<file path="src/rtl/gddr6_ca_pkg.sv">
// gddr6_ca_pkg: command codes, CA field positions, request struct and encode helpers
package gddr6_ca_pkg;
  localparam logic [4:0] CMD_NOP1  = 5'd0;
  localparam logic [4:0] CMD_NOP2  = 5'd1;
  localparam logic [4:0] CMD_MRS   = 5'd2;
  localparam logic [4:0] CMD_ACT   = 5'd3;
  localparam logic [4:0] CMD_RD    = 5'd4;
  localparam logic [4:0] CMD_RDA   = 5'd5;
  localparam logic [4:0] CMD_WOM   = 5'd6;
  localparam logic [4:0] CMD_WOMA  = 5'd7;
  localparam logic [4:0] CMD_WDM   = 5'd8;
  localparam logic [4:0] CMD_WDMA  = 5'd9;
  localparam logic [4:0] CMD_WSM   = 5'd10;
  localparam logic [4:0] CMD_WSMA  = 5'd11;
  localparam logic [4:0] CMD_PREPB = 5'd12;
  localparam logic [4:0] CMD_PREAB = 5'd13;
  localparam logic [4:0] CMD_REFPB = 5'd14;
  localparam logic [4:0] CMD_REFAB = 5'd15;
  localparam logic [4:0] CMD_PDE   = 5'd16;
  localparam logic [4:0] CMD_PDX   = 5'd17;
  localparam logic [4:0] CMD_SRE   = 5'd18;
  localparam logic [4:0] CMD_SRX   = 5'd19;
  localparam logic [4:0] CMD_LDFF  = 5'd20;
  localparam logic [4:0] CMD_RDTR  = 5'd21;
  localparam logic [4:0] CMD_WRTR  = 5'd22;
  localparam logic [4:0] CMD_RFU   = 5'd23;
  localparam logic [4:0] CMD_CAT   = 5'd24;

  localparam logic [10:0] NOP_WORD = 11'h7FF;

  localparam int ACT_BIT   = 9;
  localparam int ROW14_BIT = 8;
  localparam int OP_HI     = 9;
  localparam int OP_LO     = 8;
  localparam int BANK_HI   = 7;
  localparam int BANK_LO   = 4;
  localparam int LOW_HI    = 3;
  localparam int LOW_LO    = 0;
  localparam int AP_BIT    = 4;
  localparam int COLH_HI   = 2;
  localparam int COLH_LO   = 0;

  typedef struct packed {
    logic [4:0]  cmd;
    logic [3:0]  bank;
    logic [14:0] row;
    logic [6:0]  col;
  } cmd_req_t;

  function automatic logic is_col(input logic [4:0] c);
    return c == CMD_RD || c == CMD_RDA || c == CMD_WOM || c == CMD_WOMA;
  endfunction

  function automatic logic is_legal(input logic [4:0] c);
    return is_col(c) || c == CMD_ACT || c == CMD_PREPB || c == CMD_PREAB;
  endfunction

  // returns {rise, fall}; unused bits and CA[10] stay at 1
  function automatic logic [21:0] ca_encode(input cmd_req_t r);
    logic [10:0] ri;
    logic [10:0] fa;
    ri = NOP_WORD;
    fa = NOP_WORD;
    if (r.cmd == CMD_ACT) begin
      ri[ACT_BIT] = 1'b0;
      ri[ROW14_BIT] = r.row[14];
      ri[BANK_HI:BANK_LO] = r.bank;
      ri[LOW_HI:LOW_LO] = r.row[3:0];
      fa[9:0] = r.row[13:4];
    end else if (is_col(r.cmd)) begin
      ri[OP_HI:OP_LO] = 2'b11;
      fa[OP_HI:OP_LO] = (r.cmd == CMD_RD || r.cmd == CMD_RDA) ? 2'b01 : 2'b00;
      ri[BANK_HI:BANK_LO] = r.bank;
      ri[LOW_HI:LOW_LO] = r.col[3:0];
      fa[COLH_HI:COLH_LO] = r.col[6:4];
      fa[AP_BIT] = r.cmd == CMD_RDA || r.cmd == CMD_WOMA;
    end else if (r.cmd == CMD_PREPB || r.cmd == CMD_PREAB) begin
      ri[OP_HI:OP_LO] = 2'b10;
      fa[OP_HI:OP_LO] = 2'b00;
      ri[BANK_HI:BANK_LO] = r.bank;
      fa[AP_BIT] = r.cmd == CMD_PREAB;
    end
    return {ri, fa};
  endfunction

  // returns {cabi_n, word}; invert when the half carries 6 or more zeros
  function automatic logic [11:0] cabi_apply(input logic [10:0] w, input logic en);
    logic inv;
    inv = en && ($countones(w) <= 5);
    return {!inv, inv ? ~w : w};
  endfunction
endpackage

</file>
<file path="src/rtl/gddr6_cmd_fifo.sv">
// gddr6_cmd_fifo: request FIFO with registered ready and no full-bypass
import gddr6_ca_pkg::*;

module gddr6_cmd_fifo #(
  parameter int DEPTH = 4
) (
  input  logic     CLK_t,
  input  logic     RESET,
  input  logic     push,
  input  logic     pop,
  input  cmd_req_t din,
  output cmd_req_t dout,
  output logic     empty,
  output logic     ready
);
  localparam int AW = $clog2(DEPTH);
  cmd_req_t mem [DEPTH];
  logic [AW:0] wp, rp, wp_n, rp_n;
  logic do_push, do_pop, full_n;
  assign empty = wp == rp;
  assign do_push = push && ready;
  assign do_pop = pop && !empty;
  assign wp_n = wp + (AW+1)'(do_push);
  assign rp_n = rp + (AW+1)'(do_pop);
  assign full_n = (wp_n[AW] != rp_n[AW]) && (wp_n[AW-1:0] == rp_n[AW-1:0]);
  assign dout = mem[rp[AW-1:0]];
  // pointer and ready update; ready reflects fullness after this edge
  always_ff @(posedge CLK_t or posedge RESET)
    if (RESET) begin
      wp <= '0;
      rp <= '0;
      ready <= 1'b1;
    end else begin
      wp <= wp_n;
      rp <= rp_n;
      ready <= !full_n;
    end
  // storage write
  always_ff @(posedge CLK_t)
    if (do_push) mem[wp[AW-1:0]] <= din;
endmodule

</file>
<file path="src/rtl/gddr6_ca_encoder.sv">
// gddr6_ca_encoder: buffers command requests, spaces column commands, drives CA words with CABI
import gddr6_ca_pkg::*;

module gddr6_ca_encoder #(
  parameter int FIFO_DEPTH = 4,
  parameter int TCCD_S = 2,
  parameter int TCCD_L = 4
) (
  input  logic        CLK_t,
  input  logic        RESET,
  input  logic        cabi_en,
  input  logic        bg_en,
  input  logic        req_valid,
  output logic        req_ready,
  input  logic [4:0]  req_cmd,
  input  logic [3:0]  req_bank,
  input  logic [14:0] req_row,
  input  logic [6:0]  req_col,
  output logic [10:0] ca_rise,
  output logic [10:0] ca_fall,
  output logic        cabi_rise_n,
  output logic        cabi_fall_n,
  output logic        cmd_issued,
  output logic        illegal_cmd
);
  localparam int CW = $clog2(TCCD_L + 1);
  localparam logic [CW-1:0] CNT_S = CW'(TCCD_S);
  localparam logic [CW-1:0] CNT_L = CW'(TCCD_L);
  cmd_req_t head;
  logic empty, col, legal, col_ok, issue, pop;
  logic [1:0] g;
  logic [CW-1:0] gap;
  logic [CW-1:0] grp [4];
  logic [21:0] enc;
  logic [11:0] cr, cf;

  gddr6_cmd_fifo #(.DEPTH(FIFO_DEPTH)) u_fifo (
    .CLK_t(CLK_t),
    .RESET(RESET),
    .push(req_valid),
    .pop(pop),
    .din({req_cmd, req_bank, req_row, req_col}),
    .dout(head),
    .empty(empty),
    .ready(req_ready)
  );

  assign g = head.bank[3:2];
  assign col = is_col(head.cmd);
  assign legal = is_legal(head.cmd);
  assign col_ok = gap >= CNT_S && (!bg_en || grp[g] >= CNT_L);
  assign issue = !empty && legal && (!col || col_ok);
  assign pop = issue || (!empty && !legal);
  assign enc = issue ? ca_encode(head) : {NOP_WORD, NOP_WORD};
  assign cr = cabi_apply(enc[21:11], cabi_en);
  assign cf = cabi_apply(enc[10:0], cabi_en);

  // registered CA outputs toward the DDR output mux
  always_ff @(posedge CLK_t or posedge RESET)
    if (RESET) begin
      ca_rise <= NOP_WORD;
      ca_fall <= NOP_WORD;
      cabi_rise_n <= 1'b1;
      cabi_fall_n <= 1'b1;
      cmd_issued <= 1'b0;
      illegal_cmd <= 1'b0;
    end else begin
      {cabi_rise_n, ca_rise} <= cr;
      {cabi_fall_n, ca_fall} <= cf;
      cmd_issued <= issue;
      illegal_cmd <= !empty && !legal;
    end

  // saturating cycles-since-column-issue counters, global and per bank group
  always_ff @(posedge CLK_t or posedge RESET)
    if (RESET) begin
      gap <= CNT_L;
      for (int i = 0; i < 4; i++) grp[i] <= CNT_L;
    end else begin
      gap <= (issue && col) ? CW'(1) : (gap == CNT_L ? gap : gap + CW'(1));
      for (int i = 0; i < 4; i++)
        grp[i] <= (issue && col && g == 2'(i)) ? CW'(1) : (grp[i] == CNT_L ? grp[i] : grp[i] + CW'(1));
    end
endmodule

</file>
<file path="config.mk">
export PLATFORM = sky130hd
export DESIGN_NAME = gddr6_ca_encoder
export DESIGN_NICKNAME = d
export VERILOG_FILES = /design/src/rtl/gddr6_ca_pkg.sv /design/src/rtl/gddr6_cmd_fifo.sv /design/src/rtl/gddr6_ca_encoder.sv
export SDC_FILE = /design/constraint.sdc
export NUM_CORES = 1
export LEC_CHECK = 0
export ABC_AREA = 1
export BUFFER_PORTS_ARGS = -buffer_cell sky130_fd_sc_hd__buf_2
export CORE_MARGIN = 8
export CORE_UTILIZATION = 64
export CTS_CLUSTER_SIZE = 24
export DETAILED_ROUTE_END_ITERATION = 10
export PLACE_DENSITY = 0.84
export RECOVER_POWER = 100
export SYNTH_ARGS = -nofsm -noshare
export SYNTH_HDL_FRONTEND = slang
export SYNTH_SLANG_ARGS = --single-unit
</file>
<file path="constraint.sdc">
create_clock -name CLK_t -period 10.8 [get_ports CLK_t]
set_input_delay 1.62 -clock CLK_t [delete_from_list [all_inputs] [get_ports CLK_t]]
set_output_delay 1.62 -clock CLK_t [all_outputs]
set_load 0.01 [all_outputs]
</file>
# After elaboration in Yosys (flattened, before gate mapping)
# Memories as Yosys holds them, arrays and structs flattened.
# Index checks and enable logic that the tools add are counted.
# op_classes
n_addsub,27
bitwise,3
n_lt_le_gt_ge,5
n_reduce_logical,33
shifts,0
n_mux,33
n_mul,0
div,0
eq_ne,23
# op_table
operator,n
3-bit two-way mux,15
11-bit two-way mux,2
11-bit inverter,2
21-bit two-way mux,1
1-bit by 1-bit adder with 2-bit output,10
"5-bit by 3-bit equality test with 1-bit output, second input constant",4
"3-bit by 1-bit adder with 3-bit output, second input constant",5
"3-bit equality test, second input constant",5
1-bit logical AND,14
2-bit by 2-bit adder with 3-bit output,4
1-bit logical OR,11
4-bit by 3-bit adder with 5-bit output,2
"5-bit by 4-bit equality test with 1-bit output, second input constant",2
"5-bit by 3-bit less-or-equal comparator with 1-bit output, second input constant",2
10-bit two-way mux,1
5-bit two-way mux,2
3-bit by 3-bit adder with 4-bit output,2
"2-bit != test, second input constant",4
1-bit logical NOT,7
1-bit two-way mux,7
3-bit by 1-bit adder with 3-bit output,2
3-bit binary-select mux with 2-bit select,1
"3-bit greater-or-equal comparator, second input constant",2
2-bit two-way mux,3
other kinds (13),14
# word_totals
input_bits,36
latchBits,0
mem_count,1
reg_bits,48
mem_bits_ro,0
mem_bits_rw,124
output_inout_bits,27
# memory_table
name,depth,width,rd,rd_clocked_by_memory_dff,write_ports,line,source
u_fifo.mem,4,31,1,0,1,gddr6_cmd_fifo.sv:17,cmd_req_t mem [DEPTH];

# Longest topological paths before layout
# Gate-level depths: netlist (run 1).
# An unclocked memory read counts as a cell.
# logic_depth
depth_word,18
ltp_mapped,27

# Cells and area by module
# A second synthesis (run 1) with hierarchy kept.
# unflattened
hier_cells,705
hier_area_um2,7901.3
# by_module_without_submodules
module,cells_each,seq_area_each_um2,n_inst,area_per_inst_um2
gddr6_cmd_fifo,347,3900.0,1,5036.1
gddr6_ca_encoder,358,1009.7,1,2865.2

# Least setup slack after synthesis (run 1)
# No wires, ideal clock.
# synth_path
path_type,input port to flip-flop
start,input bg_en
end,register ca_rise[0]
setup_ns,0.062
slack_ns,5.381
required_ns,10.738
t_arrival_ns,5.357
cell_stages,17
path_cell_list,nand3_1 -> nand2_1 -> nand2_1 -> buf_2 -> nand3_1 -> fa_1 -> fa_1 -> inv_1 -> fa_1 -> fa_1 -> fa_1 -> nor2_1 -> nor3b_1 -> nor3_1 -> clkbuf_1 -> nand4_1 -> nand2_1
# synth_between
elab_chain_len,13
elab_cells_between_ends,20
cone_classes,10 x add/sub; 1 x order compare; 2 x mux; 1 x bitwise; 6 x reduce/logical
# synth_rtl
item,line,source
from (decl),gddr6_ca_encoder.sv:12,"input logic bg_en,"
1-bit logical NOT *,gddr6_ca_encoder.sv:51,assign col_ok = gap >= CNT_S && (!bg_en || grp[g] >= CNT_L);
1-bit logical OR *,gddr6_ca_encoder.sv:51,
1-bit logical AND *,gddr6_ca_encoder.sv:51,
1-bit logical OR *,gddr6_ca_encoder.sv:52,assign issue = !empty && legal && (!col || col_ok);
1-bit logical AND *,gddr6_ca_encoder.sv:52,
21-bit two-way mux *,gddr6_ca_encoder.sv:54,"assign enc = issue ? ca_encode(head) : {NOP_WORD, NOP_WORD};"
1-bit by 1-bit adder with 2-bit output (implied by the code),gddr6_ca_pkg.sv:89,inv = en && ($countones(w) <= 5);
2-bit by 2-bit adder with 3-bit output (implied by the code),gddr6_ca_pkg.sv:89,
3-bit by 3-bit adder with 4-bit output (implied by the code),gddr6_ca_pkg.sv:89,
4-bit by 3-bit adder with 5-bit output (implied by the code),gddr6_ca_pkg.sv:89,
5-bit by 3-bit less-or-equal comparator with 1-bit output,gddr6_ca_pkg.sv:89,
1-bit logical AND,gddr6_ca_pkg.sv:89,
11-bit two-way mux *,gddr6_ca_pkg.sv:90,"return {!inv, inv ? ~w : w};"
net cr[0],gddr6_ca_encoder.sv:35,"logic [11:0] cr, cf;"
to (signal assigned),gddr6_ca_encoder.sv:68,"{cabi_rise_n, ca_rise} <= cr;"
to (decl),gddr6_ca_encoder.sv:19,"output logic [10:0] ca_rise,"
# Mark *: on every way through the listed nets, which the timed path passes. The rest lies on a longest branch.
# A chain may end at the register's enable or synchronous reset.

# Worst setup path in the final report (run 1)
# layout_path
start,register u_fifo.rp[0]
end,register ca_rise[8]
# layout_between
elab_chain_len,18
elab_cells_between_ends,47
cone_classes,10 x add/sub; 2 x order compare; 8 x eq/ne; 9 x mux; 2 x bitwise; 15 x reduce/logical; 1 x memory
# layout_rtl
item,line,source
from (decl),gddr6_cmd_fifo.sv:18,"logic [AW:0] wp, rp, wp_n, rp_n;"
from (signal assigned),gddr6_cmd_fifo.sv:35,rp <= rp_n;
memory 4 x 31 bit,--,
2-bit inverter with 3-bit output (implied by the code) or 5-bit by 3-bit equality test with 1-bit output (tied branches),"gddr6_ca_encoder.sv:51, gddr6_ca_pkg.sv:51",
3-bit binary-select mux with 2-bit select or 1-bit logical OR (tied branches),"gddr6_ca_encoder.sv:51, gddr6_ca_pkg.sv:51",
3-bit two-way mux (implied by the code) or 1-bit logical OR (tied branches) (2 in a row),"gddr6_ca_encoder.sv:51, gddr6_ca_pkg.sv:51",
3-bit greater-or-equal comparator or 1-bit logical OR (tied branches),"gddr6_ca_encoder.sv:51, gddr6_ca_pkg.sv:55",
"1-bit logical OR, on equally long branches","gddr6_ca_encoder.sv:51, gddr6_ca_pkg.sv:55",
1-bit logical AND or 1-bit logical OR (tied branches),"gddr6_ca_encoder.sv:51, gddr6_ca_pkg.sv:55",
1-bit logical OR or 1-bit logical AND (tied branches),gddr6_ca_encoder.sv:52,
(+2 left out),--,
1-bit by 1-bit adder with 2-bit output (implied by the code),gddr6_ca_pkg.sv:89,
2-bit by 2-bit adder with 3-bit output (implied by the code),gddr6_ca_pkg.sv:89,
3-bit by 3-bit adder with 4-bit output (implied by the code),gddr6_ca_pkg.sv:89,
4-bit by 3-bit adder with 5-bit output (implied by the code),gddr6_ca_pkg.sv:89,
5-bit by 3-bit less-or-equal comparator with 1-bit output,gddr6_ca_pkg.sv:89,
1-bit logical AND,gddr6_ca_pkg.sv:89,
11-bit two-way mux *,gddr6_ca_pkg.sv:90,
net cr[8],gddr6_ca_encoder.sv:35,
# Mark *: on every way through the listed nets, which the timed path passes. The rest lies on a longest branch. The select of a mux whose other input is x is not followed.

==> impl_metrics.ini, run 1 <==
[run_status]
status = complete, but fails checks
violations = capacitance limit, slew limit

[routing]
detail_route.vias_per_cell = 5.76
drc = 0
num_vias = 5501
wl_per_cell_um = 16.9
dr.pass1.iters = 7
drt-total-wl_um = 16100
drtAntennaViolNets = 0
detail_route.iter0.violations = 549

[pwr]
power_density_nw_per_um2 = 305
seqPwrFrac_pct = 36.1
leakagePower_nw = 3.64
pwr-share-comb_pct = 42.2
p_int_mw = 1.57
netSwitchingPower_mw = 1.08
p_sw_share_pct = 40.7
vdd_drop_max_mv = 0.181
pwr-share-clk_pct = 21.7

[global_route]
grt.total_usage_pct = 20.8
grt_max_degree = 68
grt_overflow = 0
grt_pass1_wl_um = 26300
grt_pass1_vias = 5606
antenna_found_initial = 0

[die]
die_area_um2 = 16100
start_util_pct = 65.4
rows = 40
die_w_um = 127
coreArea_um2 = 12000
ios = 63
die_y_um = 127

[synthesis]
async_flop_share_pct = 27.1
ys_warn_count = 0
synthCells = 742
syn_area_um2 = 7860
ys_seq_area_share_pct = 62.5
synth_edf_count = 124
avgSynthCellArea_um2 = 10.6
ys_ff_latch = 170
ys_types = 31
synthFlopType = edfxtp_1
syn_nets = 809

[clock_tree]
clk_latency_ns = 0.42
cts_max_level = 4
root_buffer = clkbuf_16
hold_buffers = 0
clkSinkCount = 170
cts_resized = 0
clk_pin_slew_ns = 0.06
cts_buffers = 17
ctsLongestPathBuffers = 2
tritoncts = built
cts_setup_buffers = 0

[placed_design]
hpwl_um = 10400
io_buffers = 62
dp_slack_ns = 2.82
dpl-instance-area_um2 = 8260
gp_congestion = 0.874
place_inst = 923

[setup_path]
r2r_setup_slack_ns = 1.86
ff2ff_path_depth = 21
critical_path_arrival_ns = 9.28
required_ns = 11.15
r2r_end = ca_rise[8]$_DFF_PP1_
end_kind = register
crit_fanout = 67
critPathKind = register to register
r2r-start = u_fifo.rp[0]$_DFF_PP0_
startpoint_type = register
crit_start = u_fifo.rp[0]$_DFF_PP0_

[finish]
antenna_cells = 0
drive_gt1_share_pct = 8.54
layout_commonest_cell = nand2_1
layoutNonFillerInstCount = 955
fin_nets = 862
layout_common_cells = nand2_1 (200), edfxtp_1 (124), inv_1 (70)
postLayoutCellArea_um2 = 8700
syn_to_final_growth_pct = 10.7

[sta]
min_period_over_period_pct = 82.7
skew_ns = 0.00607
slew_viol_final = 240
rsz0062_at_grt = no
timing.slew.headroom_pct = -56.3
max_freq_ghz = 0.112
worst_pin_slew_ns = 2.34
fin_tns_setup_ns = 0
final_hold_viol_count = 0
fin_ws_ns = 1.86
finalSetupViolations = 0
period_needed_ns = 8.94

[hold_path]
hold_class = register to register
hold_start = u_fifo.rp[2]$_DFF_PP0_
holdPathStages = 1
min_to = u_fifo.rp[2]$_DFF_PP0_

[flow_run]
cap_violations = 6
==> critical path, stage by stage, from the launching register on <==
cell	delay (ns)
dfrtp_2	0.39
buf_4	0.32
inv_1	1.42
nand2_1	0.14
nand3_1	0.14
nand2_1	0.11
nor2_1	0.44
nand2_1	0.45
a21oi_4	0.91
nand3_1	0.28
fa_1	0.57
fa_1	0.52
inv_1	0.06
fa_1	0.50
fa_1	0.46
fa_1	0.45
nor2_1	0.13
nor3b_1	0.06
nor3_1	0.78
inv_1	0.41
nand2_1	0.18
nand2_1	0.08
==> per-stage QoR <==
stage / total power, mW / hold slack (ns) / utilization (%)
final: 2.65 / 0.539 / 72.4
after global routing: 2.85 / 0.556 / 72.4
after CTS: 2.67 / 0.532 / 73.4
after detailed placement: 2.09 / 0.518 / 68.8
after global placement: 2.01 / 0.507 / 68.8
after floorplan: 1.82 / 0.492 / -
==> cell type report <==
type                            instances  area (um2)
Timing Repair Buffer                   69         272
Multi-Input combinational cell        464        2490
Tap cell                              147         184
Fill cell                             824        3310
Sequential cell                       170        4910
Clock buffer                           19         433
Clock inverter                         13         126
Inverter                               73         277
==> routing by layer <==
metal	track usage (%)	vias up	share of wire, %
li1	-	2592	-
met1	24.7	2615	41
met2	34.6	260	49
met3	5.03	34	7.3
met4	10.7	0	2.3
met5	0	-	0
==> synthesized netlist by cell type, types with 17 or more instances <==
| library cell | number | share of area [%] |
|---|---|---|
| nand2_1 | 199 | 9.5 |
| o22ai_1 | 17 | 1.4 |
| dfrtp_1 | 18 | 5.7 |
| edfxtp_1 | 124 | 47 |
| nor2_1 | 49 | 2.3 |
| inv_1 | 70 | 3.3 |
| ha_1 | 19 | 3.0 |
| dfstp_2 | 28 | 9.4 |
| nand4_1 | 24 | 1.9 |
| o21ai_0 | 38 | 2.4 |
| nand3_1 | 65 | 4.1 |
| clkbuf_1 | 17 | 0.81 |
==> cells by family after synthesis <==
group | share of synthesized area [%]
AOI/OAI and AO/OA | 4.68
xor gates and xnor gates | 2.12
and+or+nand+nor | 19.0
buffers and inverters | 5.64
adders and majority gates | 6.08
DFF | 62.5
==> sequential cells by signal (all words and copies together), names as in the netlist <==
signal	cells
u_fifo.ready	1
u_fifo.rp	3
grp	12
ca_fall	11
illegal_cmd	1
gap	3
cmd_issued	1
u_fifo.wp	3
u_fifo.mem	124
ca_rise	11
==> power groups by stage <==
stage	clock, mW	sequential, mW	combinational [mW]
3_5_place_dp	0	0.964	1.12
5_1_grt	0.605	0.973	1.27
2_1_floorplan	0	0.969	0.851
4_1_cts	0.579	0.952	1.13
6_report	0.575	0.958	1.12
3_3_place_gp	0	0.956	1.06
==> worst max path at each step <==
stage	slack (ns)	cells past startpoint	end
after detailed placement	2.82	21	ca_rise[9]$_DFF_PP1_
final	1.86	21	ca_rise[8]$_DFF_PP1_
after CTS	2.76	21	ca_rise[9]$_DFF_PP1_
after global routing	1.10	21	ca_rise[8]$_DFF_PP1_
after floorplan	5.38	17	ca_rise[0]$_DFF_PP1_
after global placement	3.26	21	ca_rise[4]$_DFF_PP1_
Power figures use the tool's default switching activity.
==> inputs of run 2 (changes only) <==
- CORE_UTILIZATION: 64 -> 54
- PLACE_DENSITY: 0.84 -> 0.76
- clock period: 10.8 -> 7.8 ns (I/O delays scaled with it)
==> impl_metrics.ini, run 2 (synthesis gave the netlist of run 1 again) <==
[die]
coreArea_um2 = 14400
die_area_um2 = 18700
rows = 44
ios = 63
die_y_um = 137
die_w_um = 137
start_util_pct = 54.7

[sta]
min_period_over_period_pct = 88.7
max_freq_ghz = 0.145
final_hold_viol_count = 0
finalSetupViolations = 0
rsz0062_at_grt = no
period_needed_ns = 6.92
worst_pin_slew_ns = 2.32
fin_ws_ns = 0.880
skew_ns = 0.00970
timing.slew.headroom_pct = -54.6
fin_tns_setup_ns = 0
slew_viol_final = 175

[finish]
fillers = 1148
layout_commonest_cell = nand2_1
fin_nets = 866
largest_reg_flops = 124
syn_to_final_growth_pct = 13.5
drive_gt1_share_pct = 9.48
layout_common_cells = nand2_1 (200), edfxtp_1 (124), inv_1 (69)
antenna_cells = 0

[clock_tree]
root_buffer = clkbuf_16
cts_max_level = 4
clkSinkCount = 170
hold_buffers = 0
cts_resized = 0
clk_pin_slew_ns = 0.06
cts_setup_buffers = 0
clk_latency_ns = 0.43
ctsLongestPathBuffers = 2
tritoncts = built
cts_buffers = 17

[setup_path]
critPathTopFamily = adder cells
critPathMaxStageDelay_ns = 0.73
critPathKind = register to register
startpoint_type = register
path_cells = inv_2 -> nand2_1 -> nand3_1 -> nand2_1 -> a21oi_4 -> nand2_1 -> a21oi_4 -> nand3_1 -> fa_1 -> fa_1 -> inv_1 -> fa_1 -> inv_1 -> fa_1 -> fa_1 -> xnor2_1 -> nand2_1 -> nand2_1 -> clkinv_1 -> nand4_1 -> nand2_1
cp_common_cell = nand2_1
critPathBufInv = 4
r2r-start = u_fifo.rp[0]$_DFF_PP0_
end_kind = register
ff2ff_path_depth = 21
critical_path_arrival_ns = 7.26
crit_fanout = 64
slowest_stage = inv_2
required_ns = 8.14
r2r_end = ca_fall[6]$_DFF_PP1_
r2r_setup_slack_ns = 0.88

[run_status]
status = complete, but fails checks
violations = capacitance limit, slew limit

[pwr]
leakagePower_nw = 3.72
power_density_nw_per_um2 = 435
vdd_drop_max_mv = 0.249

[global_route]
grt_pass1_vias = 5537
grt_util_met2_pct = 32.6
grt.met3_usage_pct = 4.00
grt_pass1_wl_um = 27200
met1_usage_pct = 22.5
grt.total_usage_pct = 18.8
grt_max_degree = 67
antenna_found_initial = 0
busiest_layer = met2
grt_overflow = 0

[flow_run]
cap_violations = 5

[placed_design]
dp_slack_ns = 1.18
io_buffers = 62
gp_congestion = 0.839
hpwl_um = 11000

[hold_path]
holdPathStages = 1
min_to = u_fifo.rp[2]$_DFF_PP0_
hold_start = u_fifo.rp[2]$_DFF_PP0_
hold_class = register to register

[routing]
dr.pass1.iters = 7
drc = 0
wl_per_cell_um = 16.7
drt-total-wl_um = 16700
drtAntennaViolNets = 0
detail_route.vias_per_cell = 5.50
num_vias = 5474
detail_route.iter0.violations = 528
## run 2: power breakdown
group	switching (mW)	internal (mW)
Sequential	0.0996	1.24
Clock	0.341	0.635
Combinational	1.08	0.475
Total	1.52	2.35
## run 2: metal layers
metal / vias up / part of all wire, %
met5: - / 0
li1: 2601 / -
met2: 199 / 51
met1: 2651 / 41
met4: 0 / 1.4
met3: 23 / 6.7
## run 2: stage by stage
| stage | hold slack, ns | util (%) | total power, mW | instance area, um2 | cells |
|---|---|---|---|---|---|
| after floorplan | 0.492 | - | 2.52 | 7860 | 742 |
| after global placement | 0.513 | 58.0 | 2.82 | 8340 | 964 |
| after detailed placement | 0.519 | 58.0 | 2.92 | 8340 | 964 |
| after CTS | 0.531 | 62.8 | 3.90 | 9030 | 996 |
| after global routing | 0.553 | 62.0 | 4.15 | 8910 | 996 |
| final | 0.530 | 62.0 | 3.87 | 8910 | 996 |
## run 2: worst max-delay path by stage
stage | to | startpoint | depth (start not counted) | slack, ns
6_report | ca_fall[6]$_DFF_PP1_ | u_fifo.rp[0]$_DFF_PP0_ | 21 | 0.88
5_1_grt | ca_fall[5]$_DFF_PP1_ | u_fifo.rp[0]$_DFF_PP0_ | 24 | 0.33
4_1_cts | ca_fall[6]$_DFF_PP1_ | u_fifo.rp[0]$_DFF_PP0_ | 21 | 1.13
3_5_place_dp | ca_fall[6]$_DFF_PP1_ | u_fifo.rp[0]$_DFF_PP0_ | 21 | 1.18
3_3_place_gp | ca_fall[7]$_DFF_PP1_ | u_fifo.rp[0]$_DFF_PP0_ | 21 | 1.44
2_1_floorplan | ca_rise[0]$_DFF_PP1_ | u_fifo.rp[0]$_DFF_PP0_ | 22 | 2.82
## run 2: final cells by class
cell class / instances / area [um2] / share of cell area (%)
tap: 184 / 230 / 2.58
clock buffer: 18 / 429 / 4.81
inverter: 73 / 277 / 3.10
clock inverter: 14 / 264 / 2.96
multi-input combinational: 464 / 2500 / 28.1
sequential: 170 / 4910 / 55.1
timing repair buffer: 73 / 302 / 3.38
## run 2: worst reg2reg max path: stages, from the launching register on
cell and delay, ns:
dfrtp_2 0.40, inv_2 0.73, nand2_1 0.12, nand3_1 0.12, nand2_1 0.15, a21oi_4 0.25
nand2_1 0.41, a21oi_4 0.69, nand3_1 0.25, fa_1 0.55, fa_1 0.49, inv_1 0.05
fa_1 0.53, inv_1 0.06, fa_1 0.45, fa_1 0.39, xnor2_1 0.16, nand2_1 0.06
nand2_1 0.31, clkinv_1 0.37, nand4_1 0.19, nand2_1 0.09
